<file path="src/rtl/scan_pkg.sv">
// Shared definitions for the raster-scan sequencer: FSM encoding and default frame geometry.
package scan_pkg;

  typedef enum logic [1:0] {
    ST_IDLE   = 2'd0,
    ST_ACTIVE = 2'd1,
    ST_HBLANK = 2'd2,
    ST_DONE   = 2'd3
  } state_t;

  localparam int DEF_IMG_W  = 100;
  localparam int DEF_IMG_H  = 100;
  localparam int DEF_HBLANK = 2;

endpackage

</file>
<file path="src/rtl/scan_ctrl_if.sv">
// Pixel coordinate bus from the scan sequencer to downstream pixel stages (valid/ready).
interface scan_ctrl_if #(
  parameter int X_W    = 8,
  parameter int Y_W    = 8,
  parameter int ADDR_W = 14
);
  logic              pix_valid;
  logic              pix_ready;
  logic [X_W-1:0]    x;
  logic [Y_W-1:0]    y;
  logic [ADDR_W-1:0] addr;
  logic              line_end;
  logic              frame_end;

  modport master (
    output pix_valid, x, y, addr, line_end, frame_end,
    input  pix_ready
  );

  modport slave (
    input  pix_valid, x, y, addr, line_end, frame_end,
    output pix_ready
  );
endinterface

</file>
<file path="src/rtl/scan_ctrl_wrap_counter.sv">
// Counter 0..MAX that returns to 0 on the enabled cycle it sits at MAX; clr has priority over en.
module wrap_counter #(
  parameter int MAX = 1,
  parameter int W   = 1
) (
  input  logic         clk,
  input  logic         rst_n,
  input  logic         en,
  input  logic         clr,
  output logic [W-1:0] cnt,
  output logic         wrap
);

  assign wrap = (cnt == W'(MAX));

  always_ff @(posedge clk or negedge rst_n) begin
    if (!rst_n) begin
      cnt <= '0;
    end else if (clr) begin
      cnt <= '0;
    end else if (en) begin
      cnt <= wrap ? '0 : cnt + W'(1);
    end
  end

endmodule

</file>
<file path="src/rtl/scan_ctrl.sv">
// Raster-scan sequencer: walks an IMG_W x IMG_H frame under ready backpressure,
// inserting HBLANK idle cycles between lines and pulsing done after the last pixel.
module scan_ctrl
  import scan_pkg::*;
#(
  parameter int IMG_W  = DEF_IMG_W,
  parameter int IMG_H  = DEF_IMG_H,
  parameter int HBLANK = DEF_HBLANK,
  parameter int X_W    = 8,
  parameter int Y_W    = 8,
  parameter int ADDR_W = 14
) (
  input  logic        clk,
  input  logic        reset,
  input  logic        start,
  input  logic        abort,
  scan_ctrl_if.master pix,
  output logic        busy,
  output logic        done
);

  localparam int BLK_W = (HBLANK > 1) ? $clog2(HBLANK) : 1;

  if (IMG_W < 1 || IMG_H < 1) begin : g_chk_geom
    $error("scan_ctrl: IMG_W and IMG_H must be at least 1");
  end
  if (IMG_W - 1 >= 2**X_W) begin : g_chk_x
    $error("scan_ctrl: X_W too narrow for IMG_W");
  end
  if (IMG_H - 1 >= 2**Y_W) begin : g_chk_y
    $error("scan_ctrl: Y_W too narrow for IMG_H");
  end
  if (IMG_W * IMG_H - 1 >= 2**ADDR_W) begin : g_chk_addr
    $error("scan_ctrl: ADDR_W too narrow for IMG_W*IMG_H");
  end

  state_t            state, nxt;
  logic              run, xfer, adv, last_row, line_end;
  logic              x_wrap, blank_wrap, valid_q;
  logic [X_W-1:0]    x_cnt;
  logic [Y_W-1:0]    y_q;
  logic [ADDR_W-1:0] addr_q;

  assign run      = (state == ST_ACTIVE) || (state == ST_HBLANK);
  assign xfer     = (state == ST_ACTIVE) && pix.pix_ready;
  assign adv      = xfer && !abort;
  assign last_row = (y_q == Y_W'(IMG_H - 1));
  assign line_end = (state == ST_ACTIVE) && x_wrap;

  wrap_counter #(.MAX(IMG_W - 1), .W(X_W)) u_x_cnt (
    .clk   (clk),
    .rst_n (reset),
    .en    (adv),
    .clr   (!run || abort),
    .cnt   (x_cnt),
    .wrap  (x_wrap)
  );

  if (HBLANK > 0) begin : g_blank
    logic [BLK_W-1:0] blank_cnt;
    wrap_counter #(.MAX(HBLANK - 1), .W(BLK_W)) u_blank_cnt (
      .clk   (clk),
      .rst_n (reset),
      .en    (state == ST_HBLANK),
      .clr   ((state != ST_HBLANK) || abort),
      .cnt   (blank_cnt),
      .wrap  (blank_wrap)
    );
  end else begin : g_no_blank
    assign blank_wrap = 1'b1;
  end

  // abort wins over a same-cycle transfer and never produces a done pulse
  always_comb begin
    nxt = state;
    case (state)
      ST_IDLE:   if (start && !abort) nxt = ST_ACTIVE;
      ST_ACTIVE: begin
        if (abort) begin
          nxt = ST_IDLE;
        end else if (xfer && x_wrap) begin
          if (last_row)        nxt = ST_DONE;
          else if (HBLANK > 0) nxt = ST_HBLANK;
        end
      end
      ST_HBLANK: begin
        if (abort)           nxt = ST_IDLE;
        else if (blank_wrap) nxt = ST_ACTIVE;
      end
      ST_DONE:   nxt = ST_IDLE;
      default:   nxt = ST_IDLE;
    endcase
  end

  always_ff @(posedge clk or negedge reset) begin
    if (!reset) begin
      state   <= ST_IDLE;
      valid_q <= 1'b0;
      busy    <= 1'b0;
      done    <= 1'b0;
    end else begin
      state   <= nxt;
      valid_q <= (nxt == ST_ACTIVE);
      busy    <= (nxt == ST_ACTIVE) || (nxt == ST_HBLANK);
      done    <= (nxt == ST_DONE);
    end
  end

  always_ff @(posedge clk or negedge reset) begin
    if (!reset) begin
      y_q    <= '0;
      addr_q <= '0;
    end else if (!run || abort) begin
      y_q    <= '0;
      addr_q <= '0;
    end else if (adv) begin
      if (x_wrap) y_q <= last_row ? '0 : y_q + Y_W'(1);
      addr_q <= (x_wrap && last_row) ? '0 : addr_q + ADDR_W'(1);
    end
  end

  assign pix.pix_valid = valid_q;
  assign pix.x         = x_cnt;
  assign pix.y         = y_q;
  assign pix.addr      = addr_q;
  assign pix.line_end  = line_end;
  assign pix.frame_end = line_end && last_row;

endmodule

</file>
<file path="src/flat_wrapper.sv">
// flat-port wrapper written by rule: the top's interface ports become plain ports
module scan_ctrl_flat import scan_pkg::*;
#(
  parameter int IMG_W  = DEF_IMG_W,
  parameter int IMG_H  = DEF_IMG_H,
  parameter int HBLANK = DEF_HBLANK,
  parameter int X_W    = 8,
  parameter int Y_W    = 8,
  parameter int ADDR_W = 14
)
  (clk, reset, start, abort, busy, done, pix_pix_valid, pix_x, pix_y, pix_addr, pix_line_end, pix_frame_end, pix_pix_ready);
  scan_ctrl_if #(.X_W(X_W), .Y_W(Y_W), .ADDR_W(ADDR_W)) pix_i ();
  input  logic clk;
  input  logic reset;
  input  logic start;
  input  logic abort;
  output logic busy;
  output logic done;
  output wire logic [$bits(pix_i.pix_valid)-1:0] pix_pix_valid;
  output wire logic [$bits(pix_i.x)-1:0] pix_x;
  output wire logic [$bits(pix_i.y)-1:0] pix_y;
  output wire logic [$bits(pix_i.addr)-1:0] pix_addr;
  output wire logic [$bits(pix_i.line_end)-1:0] pix_line_end;
  output wire logic [$bits(pix_i.frame_end)-1:0] pix_frame_end;
  input wire logic [$bits(pix_i.pix_ready)-1:0] pix_pix_ready;
  assign pix_pix_valid = pix_i.pix_valid;
  assign pix_x = pix_i.x;
  assign pix_y = pix_i.y;
  assign pix_addr = pix_i.addr;
  assign pix_line_end = pix_i.line_end;
  assign pix_frame_end = pix_i.frame_end;
  assign pix_i.pix_ready = pix_pix_ready;
  scan_ctrl #(.IMG_W(IMG_W), .IMG_H(IMG_H), .HBLANK(HBLANK), .X_W(X_W), .Y_W(Y_W), .ADDR_W(ADDR_W)) u_core (.clk(clk), .reset(reset), .start(start), .abort(abort), .pix(pix_i), .busy(busy), .done(done));
endmodule
</file>
<file path="config.mk">
export PLATFORM = sky130hd
export DESIGN_NAME = scan_ctrl_flat
export DESIGN_NICKNAME = d
export VERILOG_FILES = /design/src/rtl/scan_pkg.sv /design/src/rtl/scan_ctrl_if.sv /design/src/rtl/scan_ctrl_wrap_counter.sv /design/src/rtl/scan_ctrl.sv /design/src/flat_wrapper.sv
export SDC_FILE = /design/constraint.sdc
export NUM_CORES = 1
export LEC_CHECK = 0
export BUFFER_PORTS_ARGS = -buffer_cell sky130_fd_sc_hd__buf_2
export CAP_MARGIN = 15
export CORE_ASPECT_RATIO = 1.25
export CORE_MARGIN = 1.5
export CORE_UTILIZATION = 45
export CTS_CLUSTER_DIAMETER = 50
export DETAILED_ROUTE_END_ITERATION = 16
export PLACE_DENSITY = 0.7
export SYNTH_ARGS = -nofsm -noshare
export SYNTH_HDL_FRONTEND = slang
export SYNTH_SLANG_ARGS = --single-unit
</file>
<file path="constraint.sdc">
create_clock -name clk -period 1.86 [get_ports clk]
set_input_delay 0 -clock clk [delete_from_list [all_inputs] [get_ports clk]]
set_output_delay 0 -clock clk [all_outputs]
set_load 0.01 [all_outputs]
</file>
==> summary.md <==
| Metric | Value |
|---|---|
| Status | `finished, violations left` |
| Failing checks | `setup timing` |
| Largest net degree at the start of global routing | `37` |
| Final Hold Fails | `0` |
| Gr ovfl total | `0` |
| Ys flop type | `dfrtp_1` |
| RR Startpoint | `u_core.pix.y[1]` |
| Port Buffers | `39` |
| Cell variety after synth | `39` |
| DRT antenna net count | `0` |
| Final-layout fill cell count | `362` |
| Number of flops mapped to enable cells by yosys | `0` |
| Setup WS pre-CTS | `-53.5 ps` |
| Setup crit end | `pix_frame_end` |
| Maximum fanout along the worst path | `4` |
| Fin crit period | `1900 ps` |
| Worst EP arrival | `1900 ps` |
| Cell count of the worst reg-to-reg path | `9` |
| Startpoint types | `register` |
| Reg2Reg Setup Slack | `-10 ps` |
| Final Slew Violations | `0` |
| Initial antenna violation count | `0` |
| Final HPWL DP | `3270 um` |
| Maxcap violations | `0` |
| Area after DPL | `2400 um^2` |
| Register bit total from synthesis | `36` |
| Routed WL | `4450 um` |
| Die Wd | `61.6 um` |
| Layout area overhead | `35.6%` |
| Final Cell Area | `2620 um^2` |
| Number of CTS-inserted buffers | `5` |
| Final WS setup | `-35.1 ps` |
| CP Class | `register to primary output` |
| Clock Skew | `6.36 ps` |
| Worst Tran Pin Value | `799 ps` |
| Core Util, Final | `0.639` |
| Top post-synthesis cells by count | `dfrtp_1 (36), nor2_1 (29), nand2_1 (22)` |
| Vias | `1682` |
| Routed wire per std cell | `13.4 um` |
| Clk_lat worst skew | `290 ps` |
| Ant diodes | `0` |
| P_int | `1490 uW` |
| Rows | `26` |
| Top-area cell type share of the netlist area | `0.467` |
| Synth Net Count | `214` |
| Area leader, netlist | `dfrtp_1` |
| Synth top area cells | `dfrtp_1 (47%), nor2_1 (5.6%), xor2_1 (5.4%), ha_1 (5.2%), nand2_1 (4.3%)` |
| Met1 Use GR | `0.240` |
| 1st-pass router iterations | `4` |
| Core area | `4100 um^2` |
| Tot GR Track Use | `0.207` |
| Sink Count | `36` |
| Gpl congestion | `0.885` |
| Gate power share | `0.278` |
| First-pass GRT wire length | `7230 um` |
| Post-Syn Instances | `201` |
| DR DRC count | `0` |
| Vias in the first global route | `1635` |
| Worst IR drop on VDD | `0.000560 V` |
| Top-count cell post-synth | `dfrtp_1` |
| Met3 GRT Util | `0.0526` |
| Relative slew margins | `0.467` |
| Initial drt markers | `82` |
| Busiest grt layer | `met2` |
| Die area | `4690 um^2` |
| Pwr dens | `805 nW/um^2` |
| Via density | `5.07` |
| Reg clk slew, reported paths | `70 ps` |
| IO Pins | `40` |
| Unrepaired setup endpoints after global routing | `yes` |
| Psw | `613 uW` |
| H-tree depth | `2` |
| Warnings from Yosys | `0` |
| CTS tree | `yes` |
| Critical path endpoint category | `primary output` |
| FFs w/ async S/R, synth | `1.00` |
| Crit Reg-Reg Endpoint | `u_core.pix.addr[11]` |
| WP data required | `1860 ps` |
| CTS Root Cell | `clkbuf_8` |
| Switching share of total power | `0.291` |
| Achievable Freq | `528 MHz` |
| Register area share after synthesis | `0.467` |
| Die Y | `76.2 um` |
| Hold WS | `239 ps` |
| CP Launch Point | `u_core.pix.y[1]` |
| Met2 global-route usage | `0.346` |
| Tcrit/Tclk final | `1.02` |
| Final setup violating endpoints | `11` |
| Clock power share | `0.321` |
| Hold Path Class | `input port to register` |
| Layout Nets | `288` |
| Max Buffers Root-to-Sink | `2` |
| LEAKAGE | `0.00126 uW` |
| Post-Syn Area | `1930 um^2` |
| Share of cells above drive strength 1 | `0.341` |
| Initial core utilization | `0.471` |
| Post-Syn Area per Cell | `9.60 um^2` |
| Flop pwr share | `0.401` |
-- power by group through the flow --
stage	clock (uW)	combinational [uW]	sequential [uW]
4_1_cts	697	577	844
6_report	677	585	844
5_1_grt	726	646	849
3_5_place_dp	0	551	857
3_3_place_gp	0	545	859
2_1_floorplan	0	283	878
-- logic make-up (layout without fill, tap and decap cells) --
logic type                 Yosys count  after routing  share of synthesized area
xor gates and xnor gates            19             19                     0.0862
DFF                                 36             36                      0.467
muxes                                2              2                     0.0104
and+or+nand+nor                     98             98                      0.270
AOI/OAI and AO/OA                   28             28                     0.0907
buffers and inverters               10             85                     0.0240
adders and majority gates            8              8                     0.0518
-- cells in the final DEF (no fill, tap or decap), types with 6 or more instances in the layout --
cell type | Yosys | routed
inv_1 | 6 | 6
nand4_1 | 10 | 10
nor2_1 | 29 | 29
dfrtp_1 | 36 | 35
nand2_1 | 22 | 21
buf_4 | 0 | 27
a21oi_1 | 12 | 12
nand3_1 | 10 | 10
buf_2 | 1 | 38
xnor2_1 | 7 | 7
ha_1 | 8 | 6
xor2_1 | 12 | 12
-- stage by stage --
step	TNS (ps)	cells	power [uW]
final	-80.2	332	2110
after global placement	-92.0	319	1400
after floorplan	-503	201	1160
after global routing	-758	332	2220
after detailed placement	-300	319	1410
after CTS	-40.7	332	2120
-- state kept, by name (all words and copies together) (netlist names) --
register                        flops
u_core.g_blank.u_blank_cnt.cnt      1
u_core.busy                         1
u_core.pix.addr                    14
u_core.pix.y                        8
u_core.pix.pix_valid                1
u_core.u_x_cnt.cnt                  8
u_core.done                         1
u_core.state                        2
-- routing by layer --
metal	routed length (um)	up-vias
met2	2310	32
li1	-	842
met3	135	4
met4	74	0
met1	1930	804
met5	0	-
-- cell type report --
cell class	instances	area (um^2)	area share
clock inverter	2	35.0	0.0134
clock buffer	6	72.6	0.0277
timing repair buffer	71	475	0.182
inverter	6	22.5	0.00860
tap	56	70.1	0.0268
sequential	36	902	0.345
multi-input combinational	155	1040	0.397
-- repair_timing --
action                                  CTS  global route
hold buffers                              2             0
resized for setup                        10             4
endpoints found under the setup margin   17            24
buffers inserted                          3             1
pin swaps                                 2             2
hold endpoints to repair                 37             0
-- worst min path at each step --
| stage | start | end | slack (ps) | cells past startpoint |
|---|---|---|---|---|
| floorplan | reset | u_core.busy | -300 | 0 |
| global placement | reset | u_core.pix.addr[3] | 130 | 1 |
| detailed placement | reset | u_core.pix.addr[4] | 140 | 1 |
| CTS | start | u_core.state[1] | 240 | 4 |
| global route | pix_pix_ready | u_core.pix.addr[12] | 290 | 5 |
| finish | start | u_core.state[1] | 240 | 4 |
-- critical path, cell delays in order (launching register included) --
cell and delay, ps:
dfrtp_1 390, ha_4 150, or4b_4 470, nor3_4 180, buf_6 140, and3_4 190, buf_6 100
Power figures use the tool's default switching activity.
